--- src/rtl/rf_wb_arbiter.sv ---
// Register-file write-port arbiter: pipeline writeback has priority, long-latency results wait in a FIFO.
// Optional same-cycle bypass of long-latency results into an idle port: define RF_WB_BYPASS_EN.
module rf_wb_arbiter #(
   parameter int DEPTH    = 2,
   parameter int MAX_WAIT = 4,
   parameter int CNT_W    = $clog2(DEPTH + 1)
) (
   input  logic             clk_i,
   input  logic             rst_ni,
   input  logic             pipe_we_i,
   input  logic [4:0]       pipe_waddr_i,
   input  logic [31:0]      pipe_wdata_i,
   input  logic             ll_valid_i,
   output logic             ll_ready_o,
   input  logic [4:0]       ll_waddr_i,
   input  logic [31:0]      ll_wdata_i,
   output logic             rf_we_o,
   output logic [4:0]       rf_waddr_o,
   output logic [31:0]      rf_wdata_o,
   output logic             pipe_stall_o,
   output logic [31:0]      pending_mask_o,
   output logic [CNT_W-1:0] fifo_count_o
);

   localparam int PTR_W  = $clog2(DEPTH);
   localparam int WAIT_W = $clog2(MAX_WAIT + 1);

   logic [PTR_W-1:0]  wr_ptr_q, wr_ptr_d;
   logic [PTR_W-1:0]  rd_ptr_q, rd_ptr_d;
   logic [CNT_W-1:0]  count_q, count_d;
   logic [WAIT_W-1:0] wait_q, wait_d;
   logic [DEPTH-1:0]  valid_q, valid_d;
   logic [4:0]        addr_q [DEPTH];
   logic [31:0]       data_q [DEPTH];

   logic pipe_req;
   logic nonempty;
   logic accept;
   logic stall;
   logic deq;
   logic enq;
   logic bypass;

   assign pipe_req   = pipe_we_i && (pipe_waddr_i != 5'd0);
   assign nonempty   = (count_q != '0);
   assign ll_ready_o = (count_q < CNT_W'(DEPTH));
   assign accept     = ll_valid_i && ll_ready_o;
   assign stall      = nonempty && (wait_q == WAIT_W'(MAX_WAIT));
   assign deq        = stall || (nonempty && !pipe_req);

`ifdef RF_WB_BYPASS_EN
   assign bypass = !nonempty && !pipe_req && accept && (ll_waddr_i != 5'd0);
`else
   assign bypass = 1'b0;
`endif

   // x0 results are consumed by the handshake but never stored
   assign enq = accept && (ll_waddr_i != 5'd0) && !bypass;

   assign pipe_stall_o = stall && pipe_req;
   assign fifo_count_o = count_q;

   always_comb begin
      rf_we_o    = 1'b0;
      rf_waddr_o = '0;
      rf_wdata_o = '0;
      if (deq) begin
         rf_we_o    = 1'b1;
         rf_waddr_o = addr_q[rd_ptr_q];
         rf_wdata_o = data_q[rd_ptr_q];
      end else if (pipe_req) begin
         rf_we_o    = 1'b1;
         rf_waddr_o = pipe_waddr_i;
         rf_wdata_o = pipe_wdata_i;
      end else if (bypass) begin
         rf_we_o    = 1'b1;
         rf_waddr_o = ll_waddr_i;
         rf_wdata_o = ll_wdata_i;
      end
   end

   always_comb begin
      pending_mask_o = '0;
      for (int unsigned i = 0; i < DEPTH; i++) begin
         if (valid_q[i]) pending_mask_o[addr_q[i]] = 1'b1;
      end
   end

   always_comb begin
      wr_ptr_d = wr_ptr_q;
      rd_ptr_d = rd_ptr_q;
      count_d  = count_q;
      valid_d  = valid_q;
      if (deq) begin
         rd_ptr_d          = rd_ptr_q + 1'b1;
         valid_d[rd_ptr_q] = 1'b0;
      end
      if (enq) begin
         wr_ptr_d          = wr_ptr_q + 1'b1;
         valid_d[wr_ptr_q] = 1'b1;
      end
      case ({enq, deq})
         2'b10:   count_d = count_q + 1'b1;
         2'b01:   count_d = count_q - 1'b1;
         default: count_d = count_q;
      endcase
   end

   // A non-empty FIFO that is not dequeued is necessarily blocked by pipe_req
   always_comb begin
      wait_d = wait_q;
      if (!nonempty || deq) begin
         wait_d = '0;
      end else if (wait_q != WAIT_W'(MAX_WAIT)) begin
         wait_d = wait_q + 1'b1;
      end
   end

   always_ff @(posedge clk_i or negedge rst_ni) begin
      if (!rst_ni) begin
         wr_ptr_q <= '0;
         rd_ptr_q <= '0;
         count_q  <= '0;
         wait_q   <= '0;
         valid_q  <= '0;
      end else begin
         wr_ptr_q <= wr_ptr_d;
         rd_ptr_q <= rd_ptr_d;
         count_q  <= count_d;
         wait_q   <= wait_d;
         valid_q  <= valid_d;
      end
   end

   always_ff @(posedge clk_i) begin
      if (enq) begin
         addr_q[wr_ptr_q] <= ll_waddr_i;
         data_q[wr_ptr_q] <= ll_wdata_i;
      end
   end

endmodule

--- config.mk ---
export PLATFORM = sky130hd
export DESIGN_NAME = rf_wb_arbiter
export DESIGN_NICKNAME = d
export VERILOG_FILES = /design/src/rtl/rf_wb_arbiter.sv
export SDC_FILE = /design/constraint.sdc
export NUM_CORES = 1
export LEC_CHECK = 0
export ABC_AREA = 0
export BUFFER_PORTS_ARGS = -buffer_cell sky130_fd_sc_hd__clkbuf_2
export CAP_MARGIN = 25
export CORE_ASPECT_RATIO = 0.5
export CORE_UTILIZATION = 45
export CTS_CLUSTER_SIZE = 25
export DETAILED_ROUTE_END_ITERATION = 10
export GPL_TIMING_DRIVEN = 0
export PLACE_DENSITY = 0.88
export SKIP_CTS_REPAIR_TIMING = 1
export SYNTH_ARGS = -nofsm -noshare
export SYNTH_HDL_FRONTEND = slang
export SYNTH_SLANG_ARGS = --single-unit
--- constraint.sdc ---
create_clock -name clk_i -period 2.7 [get_ports clk_i]
set_input_delay 0.675 -clock clk_i [delete_from_list [all_inputs] [get_ports clk_i]]
set_output_delay 0.675 -clock clk_i [all_outputs]
set_load 0.01 [all_outputs]
# After elaboration in Yosys (flattened, before gate mapping)
# Memory sizes are Yosys's and may differ from the RTL's.
# Cells that the tools add are included.
# classes
addsub	5
bitwise	4
n_lt_le_gt_ge	9
n_reduce_logical	19
n_eq_ne	4
muxes	23
# op_table
op	count
$mux W32	4
$or A32 B32 Y32	1
$lt A5 B6 Y1 const B	2
$demux W1 S5	2
$ge A5 B1 Y1 const B	2
$logic_and A1 B1 Y1	10
$mux W5	2
$reduce_bool A5 Y1	2
$mux W1	8
$mux W3	2
$reduce_bool A2 Y1	3
$lt A1 B2 Y1 const B	2
$mux W2	2
$pmux W2 S2	1
$add A3 B1 Y3 const B	1
$eq A3 B3 Y1 const B	1
$ne A3 B3 Y1 const B	1
$add A1 B1 Y1 const B	2
$add A2 B1 Y2 const B	1
$and A2 B2 Y2	1
$demux W1 S1	2
$eq A2 B1 Y1 const B	1
$eq A2 B2 Y1 const B	1
$ge A1 B1 Y1 const B	2
other kinds (6)	8
# word_totals
ff_bits	9
memories	2
mem_bits_rw	74
word_cells	71
# mem_list
name	words	word_bits	rd	rd_clocked_by_memory_dff	write_ports	line_no	rtl
data_q	2	32	1	0	1	34	logic [31:0] data_q [DEPTH];
addr_q	2	5	3	0	1	33	logic [4:0] addr_q [DEPTH];

# Depth between registers and ports, before layout
# Gate-level depths: netlist (run 1).
# depth
ltp_word	9
mapped_depth	8

# Worst setup path before layout (run 1)
# OpenSTA, ideal clock, no wires.
# synth_timing
path_kind	input to register
startpoint	input ll_waddr_i[3]
endpoint	memory addr_q[0][0] (enable)
stages	3
required_ns	2.269
arrival_time_ns	2.505
path_slack_ns	-0.237
setup_ns	0.431
cell_sequence	or4_1 -> o211ai_2 -> nor2_1
# synth_between
elab_chain_len	4
# synth_lines
element	line_no	rtl
start: declaration	15	input logic [4:0] ll_waddr_i,
$reduce_bool A5 Y1	58	assign enq = accept && (ll_waddr_i != 5'd0) && !bypass;
$logic_and A1 B1 Y1	58	
$mux W1	136	if (enq) begin
$mux W1 (implied by the code)	137	addr_q[wr_ptr_q] <= ll_waddr_i;
end: declaration	33	
# Every way passes these cells.

# Worst setup path after layout (run 1)
# layout_timing
startpoint	input pipe_waddr_i[2]
endpoint	output rf_wdata_o[1]
# layout_between
elab_chain_len	6
# layout_lines
element	line_no	rtl
start: declaration	11	input logic [4:0] pipe_waddr_i,
$reduce_bool A5 Y1 *	44	assign pipe_req = pipe_we_i && (pipe_waddr_i != 5'd0);
$logic_and A1 B1 Y1 *	44	
$logic_not A1 Y1	49	assign deq = stall || (nonempty && !pipe_req);
$logic_and A1 B1 Y1	49	
$logic_or A1 B1 Y1	49	
$mux W32 *	67	if (deq) begin
end: declaration	19	output logic [31:0] rf_wdata_o,
# Every way passes the cells marked *; elsewhere a longest branch is shown, timed or not.

==> summary.txt, run 1 <==
status: finished, violations left
failing checks: negative setup slack
share of layout cells above drive strength 1: 0.509
R2R Path Start: fifo_count_o[0]
worst-margin pin slew: 543 ps
portion of total power attributed to the clock network: 0.220
Max Slew Vio Count: 0
vias in the first global route: 3233
CP arrival: 2210 ps
Syn Inst Count: 318
die area: 9540 µm²
min setup slack post-route: -181 ps
CP Class: in -> out
gp weighted congestion: 0.852
Lkg Pwr: 2.40 nW
gr ovfl total: 0
Synth Area per Inst: 12.9 µm²
post-synth net total: 399
adder-cell share of the synthesized area: 0.00914
area delta synth->final: 41.7%
Detail Placement HPWL: 7400 µm
Fin. Hold Viols: 0
final setup fails: 37
# nets final: 569
RR Endpoint: fifo_count_o[1]
worst reg2reg path depth: 6
Via Count: 3553
final-layout fill cell count: 604
switch share: 0.372
router iterations before antenna repair: 5
io pins: 152
port buffer count: 151
clock buffer depth: 2
synth warn: 0
Crit Path Max Fanout: 8
Clock Root Buffer: clkbuf_16
antenna fix cells: 0
number of distinct library cells after synthesis: 32
xor/xnor share of the synthesized area: 0.0128
DRT Wirelength: 11600 µm
Sequential Power Share: 0.354
post-route ant nets: 0
Startpoint Class: input port
initial drt markers: 291
Final Cycle Share: 1.07
Post-Synth Simple-Gate Area: 0.0941
max_cap viols: 0
initial antenna violation count: 0
DP Area: 5070 µm²
initial cell density of the core: 0.469
synthesized flop and latch total: 83
DRC: 0
core area: 8770 µm²
post-DR vias/cell: 5.82
Synth Area in Compound Gates: 0.161
Num CTS Buffers: 9
CTS tree: done
Cell Int Power: 3.23 mW
clk_lat worst skew: 340 ps
first-pass GRT wire length: 15400 µm
largest net degree at the start of global routing: 32
total power: 5.15 mW
Tot GR Track Use: 0.217
largest family of logic cells by synthesized area: compound AO/OA/AOI/OAI gates
clock-pin slew on the worst setup and hold paths: 60 ps
Worst slew margin: 0.638
Fin Clk Skew: 3.18 ps
VDD IR-drop max: 0.000468 V
post-layout min period: 2880 ps
r2r setup slk: 880 ps
HP Class: in -> async
Die X: 137 µm
Die Height: 69.6 µm
setup TNS: -4450 ps
Cell Area, Synth: 4110 µm²
f_max: 347 MHz
Sink Count: 83
Logic pwr share: 0.426
pwr/cell area: 884 nW/µm²
WL/cell: 19.1 µm
Design Area, Final: 5820 µm²
Critical Path RT: 2030 ps
RSZ-0062 raised after global routing: true
Worst Setup End Kind: output port
row cnt: 24
Max H-tree Level: 3
Switch Pwr: 1.91 mW
Setup WS pre-CTS: -187 ps
Seq/Total Area, Yosys: 0.596
mux cell area share after synthesis: 0.0901
-- area by class of cell --
class	instances	area [µm²]	area share
plain buffers	25	195	0.0335
inverters	6	22.5	0.00387
clock inverters	2	12.5	0.00215
flip-flops and latches	83	2450	0.420
well taps	117	146	0.0251
multi-input cells	204	1840	0.315
clock buffers	14	264	0.0453
repair buffers	159	900	0.154
-- sequential cells by signal, summed over array words and instances, names as in the netlist --
name and cells:
addr_q 10, data_q 64, fifo_count_o 2, rd_ptr_q 1, valid_q 2, wait_q 3, wr_ptr_q 1
-- synthesized netlist by cell type, drive strengths merged --
cell type | count | area [µm²]
or4 | 1 | 7.51
a2bb2oi | 1 | 8.76
or3 | 5 | 31.3
a21boi | 1 | 7.51
o22ai | 33 | 206
ha | 3 | 37.5
dfrtp | 9 | 225
o21ai | 1 | 5.00
o31ai | 37 | 393
nand2 | 44 | 165
nor3 | 3 | 15.0
nand3b | 10 | 75.1
or3b | 4 | 35.0
edfxtp | 74 | 2220
xor2 | 1 | 8.76
o21bai | 1 | 7.51
mux2i | 37 | 370
xnor2 | 5 | 43.8
buf | 9 | 68.8
inv | 6 | 22.5
clkbuf | 16 | 60.1
nand3 | 4 | 20.0
a21oi | 1 | 5.00
o211ai | 2 | 20.0
nor2 | 8 | 30.0
o311a | 1 | 10.0
nor3b | 1 | 7.51
-- cell usage in the layout (no fill, tap or decap), drive strengths merged --
master    count
nor3          3
nand2        44
or3b          4
clkinvlp      1
nor3b         1
nor2          8
or3           5
clkbuf      158
o21bai        1
o211ai        2
o311a         1
a21boi        1
xor2          1
inv           6
o31ai        37
a2bb2oi       1
o22ai        33
a21oi         1
edfxtp       74
o21ai         1
nand3         4
ha            3
mux2i        37
clkinv        1
or4           1
xnor2         5
dfrtp         9
nand3b       10
buf          40
-- worst max-delay path, stage by stage --
cell,delay [ps]
buf_6,100
or3_4,370
o311a_4,340
buf_12,160
buf_12,150
o31ai_2,220
buf_2,180
-- worst max path at each step --
stage	to	from	cells after the start
CTS	rf_wdata_o[10]	fifo_count_o[0]	4
floorplan	addr_q[0][0]	ll_waddr_i[3]	3
global placement	data_q[0][5]	ll_waddr_i[3]	4
global route	rf_waddr_o[3]	pipe_waddr_i[2]	6
detailed placement	rf_wdata_o[12]	pipe_waddr_i[0]	7
finish	rf_wdata_o[1]	pipe_waddr_i[2]	7
-- metal layers --
| layer | vias to the layer above | share of wire | GRT usage |
|---|---|---|---|
| met4 | 0 | 0.044 | 0.0916 |
| met1 | 1690 | 0.39 | 0.239 |
| met3 | 59 | 0.071 | 0.0629 |
| met2 | 221 | 0.50 | 0.388 |
| li1 | 1583 | - | - |
| met5 | - | 0 | 0 |
-- logic make-up (layout without fill, tap and decap cells) --
kind of cell | count (synthesis) | after routing
AOI/OAI and AO/OA | 78 | 78
and+or+nand+nor | 80 | 80
muxes | 37 | 37
DFF | 83 | 83
adders and majority gates | 3 | 3
xor gates and xnor gates | 6 | 6
buffers and inverters | 31 | 206
-- through the flow --
step,hold WS [ps],util,std cells
after floorplan,379,-,318
after CTS,178,0.609,604
after global placement,459,0.571,586
after global routing,194,0.664,610
after detailed placement,461,0.578,588
final,180,0.664,610
-- power by group through the flow --
stage	Combinational (mW)	Sequential [mW]	Clock (mW)
finish	2.19	1.82	1.13
global route	2.32	1.84	1.20
CTS	1.84	1.82	1.14
detailed placement	1.83	1.84	0
global placement	1.72	1.84	0
floorplan	1.20	1.82	0
Note: power is estimated with default switching activity, not from simulation.
==> run 2: changes to the inputs <==
Settings changed: CORE_UTILIZATION 45 to 30, PLACE_DENSITY 0.88 to 0.64.
Clock period 2.7 ns to 3.45 ns, I/O delays scaled along.
==> run 2 against run 1 <==
  * The run now ends clean
  * Wire length down 10%
  * Largest cell class unchanged
  * Die area increased by 49%
  * Cell count increased by 7.4%
  * Via count decreased by 9.7%
  * Largest power group unchanged
  * Power decreased by 29%
  * Sequential cell count unchanged
  * Clock-buffer cell count down 4
  * Global-route usage down 6.7 points
==> summary.txt, run 2 (synthesis gave the netlist of run 1 again) <==
# nets final: 563
initial antenna violation count: 0
Max H-tree Level: 3
pwr/cell area: 681 nW/µm²
row cnt: 29
max_cap viols: 0
status: completed
commonest non-fill, non-tap cells in the layout: clkbuf_2 (151), edfxtp_1 (74), nand2_1 (44)
slowest stage delay, CP: 370 ps
Worst slew margin: 0.444
Fin Clk Skew: 4.93 ps
number of flip-flops in the largest register: 64
Num CTS Buffers: 9
Crit Path Max Fanout: 10
WL/cell: 16.0 µm
min setup slack post-route: 219 ps
total power: 3.68 mW
VDD IR-drop max: 0.000302 V
Die X: 168 µm
post-DR vias/cell: 4.90
gr ovfl total: 0
RSZ-0062 raised after global routing: false
worst-path cell chain: clkbuf_2, or3_1, o311a_1, buf_6, buf_6, o31ai_2, clkbuf_2
initial drt markers: 201
vias in the first global route: 3131
f_max: 309 MHz
Via Count: 3210
fin util: 0.415
clock-pin slew on the worst setup and hold paths: 60 ps
Clock Root Buffer: clkbuf_16
Critical-path top delay cell: or3_1
Setup WS pre-CTS: 216 ps
Design Area, Final: 5400 µm²
Tot GR Track Use: 0.150
io pins: 152
DRT Wirelength: 10400 µm
Lkg Pwr: 2.23 nW
gp weighted congestion: 0.778
area delta synth->final: 31.3%
core area: 13000 µm²
Die Height: 84.8 µm
share of layout cells above drive strength 1: 0.412
Top reg by flops: data_q
CP arrival: 2370 ps
clock buffer depth: 2
largest net degree at the start of global routing: 21
Max Slew Vio Count: 0
Fin. Hold Viols: 0
worst-margin pin slew: 834 ps
Detail Placement HPWL: 7950 µm
die area: 14200 µm²
Critical Path RT: 2590 ps
DP Area: 5150 µm²
initial cell density of the core: 0.316
port buffer count: 151
post-layout min period: 3230 ps
Worst Setup End Kind: output port
CP Class: in -> out
biggest regs: data_q x64, addr_q x10, wait_q x3
Final Cycle Share: 0.937
first-pass GRT wire length: 16200 µm
post-route ant nets: 0
Sink Count: 83
Startpoint Class: input port
DRC: 0
clk_lat worst skew: 320 ps
commonest non-fill, non-tap cell in the layout: clkbuf_2
antenna fix cells: 0
CTS tree: done
HP Class: in -> async
final setup fails: 0
router iterations before antenna repair: 4
run 2: where the power goes:
part | internal (mW) | switching [mW]
clock | 0.472 | 0.334
sequential | 1.33 | 0.0874
combinational | 0.568 | 0.885
total | 2.37 | 1.31
run 2: path summary, 6_finish.rpt:
path	from	end	slack, ps	cells past startpoint
max	pipe_waddr_i[0]	rf_wdata_o[10]	220	7
min	rst_ni	wait_q[0]	400	1
max reg2reg	fifo_count_o[1]	data_q[1][9]	1550	4
min reg2reg	wait_q[0]	wait_q[0]	490	1
max in group asynchronous	rst_ni	wr_ptr_q	2840	1
min in group clk_i	wait_q[0]	wait_q[0]	490	1
run 2: metal layers:
layer | wire length [µm] | GRT usage | up-vias | share of wire
met5 | 0 | 0 | - | 0
met2 | 5480 | 0.276 | 100 | 0.52
li1 | - | - | 1561 | -
met3 | 442 | 0.0306 | 6 | 0.042
met4 | 85 | 0.0375 | 0 | 0.0081
met1 | 4440 | 0.180 | 1543 | 0.43
run 2: worst max-delay path: cells and delay by family:
kind                   cells  cell delay, ps
buffers and inverters      4             580
and+or+nand+nor            1             370
AOI/OAI and AO/OA          2             550
run 2: stage by stage:
stage	std cells	hold WS (ps)	TNS [ps]
final	655	396	0
after CTS	655	395	0
after detailed placement	641	467	0
after global placement	639	458	-64250
after global routing	655	404	0
after floorplan	318	440	0
run 2: layout make-up:
type / count / area (µm²)
fillers: 1245 / 7590
flip-flops and latches: 83 / 2450
multi-input cells: 204 / 1530
repair buffers: 153 / 811
clock buffers: 10 / 229
well taps: 170 / 213
plain buffers: 25 / 129
inverters: 6 / 22.5
clock inverters: 4 / 20.0
==> run 3: changes to the inputs <==
Settings changed: REMOVE_ABC_BUFFERS from default to 1.
==> run 3 against run 2 <==
  * Worst setup slack worse by 150 ps
  * Clock-buffer cell count is 1 lower
  * Maximum frequency is 4.4% lower
  * Register-to-register slack worse by 150 ps
==> summary.txt, run 3 (synthesis gave the netlist of run 1 again) <==
status: completed
Fin Clk Skew: 5.11 ps
Max Slew Vio Count: 0
f_max: 296 MHz
clock-pin slew on the worst setup and hold paths: 60 ps
die area: 14200 µm²
post-layout min period: 3380 ps
biggest regs: data_q x64, addr_q x10, wait_q x3
Lkg Pwr: 2.23 nW
Fin. Hold Viols: 0
slowest stage delay, CP: 570 ps
max_cap viols: 0
Sink Count: 83
Top reg by flops: data_q
gp weighted congestion: 0.778
initial drt markers: 154
row cnt: 29
CP arrival: 2520 ps
Num CTS Buffers: 9
fin util: 0.418
worst-margin pin slew: 635 ps
Max H-tree Level: 3
# nets final: 541
Final Cycle Share: 0.979
post-route ant nets: 0
clk_lat worst skew: 330 ps
Most common cell on crit path: clkbuf_2
commonest non-fill, non-tap cell in the layout: clkbuf_2
final setup fails: 0
pwr/cell area: 724 nW/µm²
post-DR vias/cell: 4.90
Tot GR Track Use: 0.136
worst-path cell chain: clkbuf_2, or3_1, o311a_4, o31ai_1, clkbuf_2
Setup WS pre-CTS: 50.6 ps
largest net degree at the start of global routing: 75
router iterations before antenna repair: 4
core area: 13000 µm²
first-pass GRT wire length: 14700 µm
gr ovfl total: 0
CP delay by family, top: compound AO/OA/AOI/OAI gates
Die X: 168 µm
R2R Path Start: fifo_count_o[0]
commonest non-fill, non-tap cells in the layout: clkbuf_2 (151), edfxtp_1 (74), nand2_1 (44)
number of flip-flops in the largest register: 64
DRT Wirelength: 10100 µm
Worst slew margin: 0.577
RR Endpoint: fifo_count_o[1]
antenna fix cells: 0
Critical Path RT: 2590 ps
clock buffer depth: 2
Detail Placement HPWL: 6890 µm
final-layout fill cell count: 1237
CTS tree: done
share of layout cells above drive strength 1: 0.439
Clock Root Buffer: clkbuf_16
port buffer count: 151
area delta synth->final: 32.3%
r2r setup slk: 1400 ps
initial antenna violation count: 0
Design Area, Final: 5440 µm²
vias in the first global route: 2933
Die Height: 84.8 µm
setup TNS: 0 ps
WL/cell: 16.0 µm
worst reg2reg path depth: 6
total power: 3.93 mW
crit path buf inv count: 2
initial cell density of the core: 0.316
Startpoint Class: input port
Via Count: 3112
Crit Path Max Fanout: 37
DRC: 0
min setup slack post-route: 71.7 ps
Critical-path top delay cell: o311a_4
io pins: 152
RSZ-0062 raised after global routing: true
VDD IR-drop max: 0.000284 V
critical path launch point: pipe_waddr_i[0]
Worst Setup End Kind: output port
CP Class: in -> out
HP Class: in -> async
DP Area: 5060 µm²
[run 3: stage by stage]
| step | std cells | hold WS, ps |
|---|---|---|
| finish | 635 | 376 |
| global route | 635 | 367 |
| CTS | 634 | 365 |
| detailed placement | 618 | 465 |
| global placement | 614 | 459 |
| floorplan | 293 | 440 |
[run 3: worst max-delay path by stage]
stage | end | slack (ps) | cells past startpoint
floorplan | rf_wdata_o[10] | -400 | 4
global placement | rf_wdata_o[11] | -1150 | 6
detailed placement | rf_wdata_o[0] | 50 | 5
CTS | rf_waddr_o[1] | 50 | 5
global route | rf_wdata_o[29] | -6 | 5
finish | rf_wdata_o[29] | 70 | 5
[run 3: final cells by class]
cell class	count	area, µm²	area share
clock buffer	9	225	0.0414
clock inverter	7	115	0.0212
inverter	6	22.5	0.00414
multi-input combinational	205	1580	0.290
sequential	83	2450	0.451
tap	170	213	0.0391
timing repair buffer	155	836	0.154
[run 3: per-layer routing]
layer  global-route usage  routed length (µm)
met5                    0                   0
met4               0.0484                 113
met3               0.0363                 444
met2                0.246                5220
met1                0.157                4350
[run 3: report_power, final]
part | switching (mW) | internal, mW | leakage [nW]
clock | 0.377 | 0.705 | 0.163
combinational | 0.777 | 0.573 | 1.28
sequential | 0.173 | 1.33 | 0.788
total | 1.33 | 2.61 | 2.23
[run 3: worst register-to-register path, cell delays in order, from the launching register on]
cell and delay (ps):
dfrtp_1 460, nor2_4 490, buf_12 270, a21oi_1 130, ha_1 350, nor2_1 150
xnor2_1 130
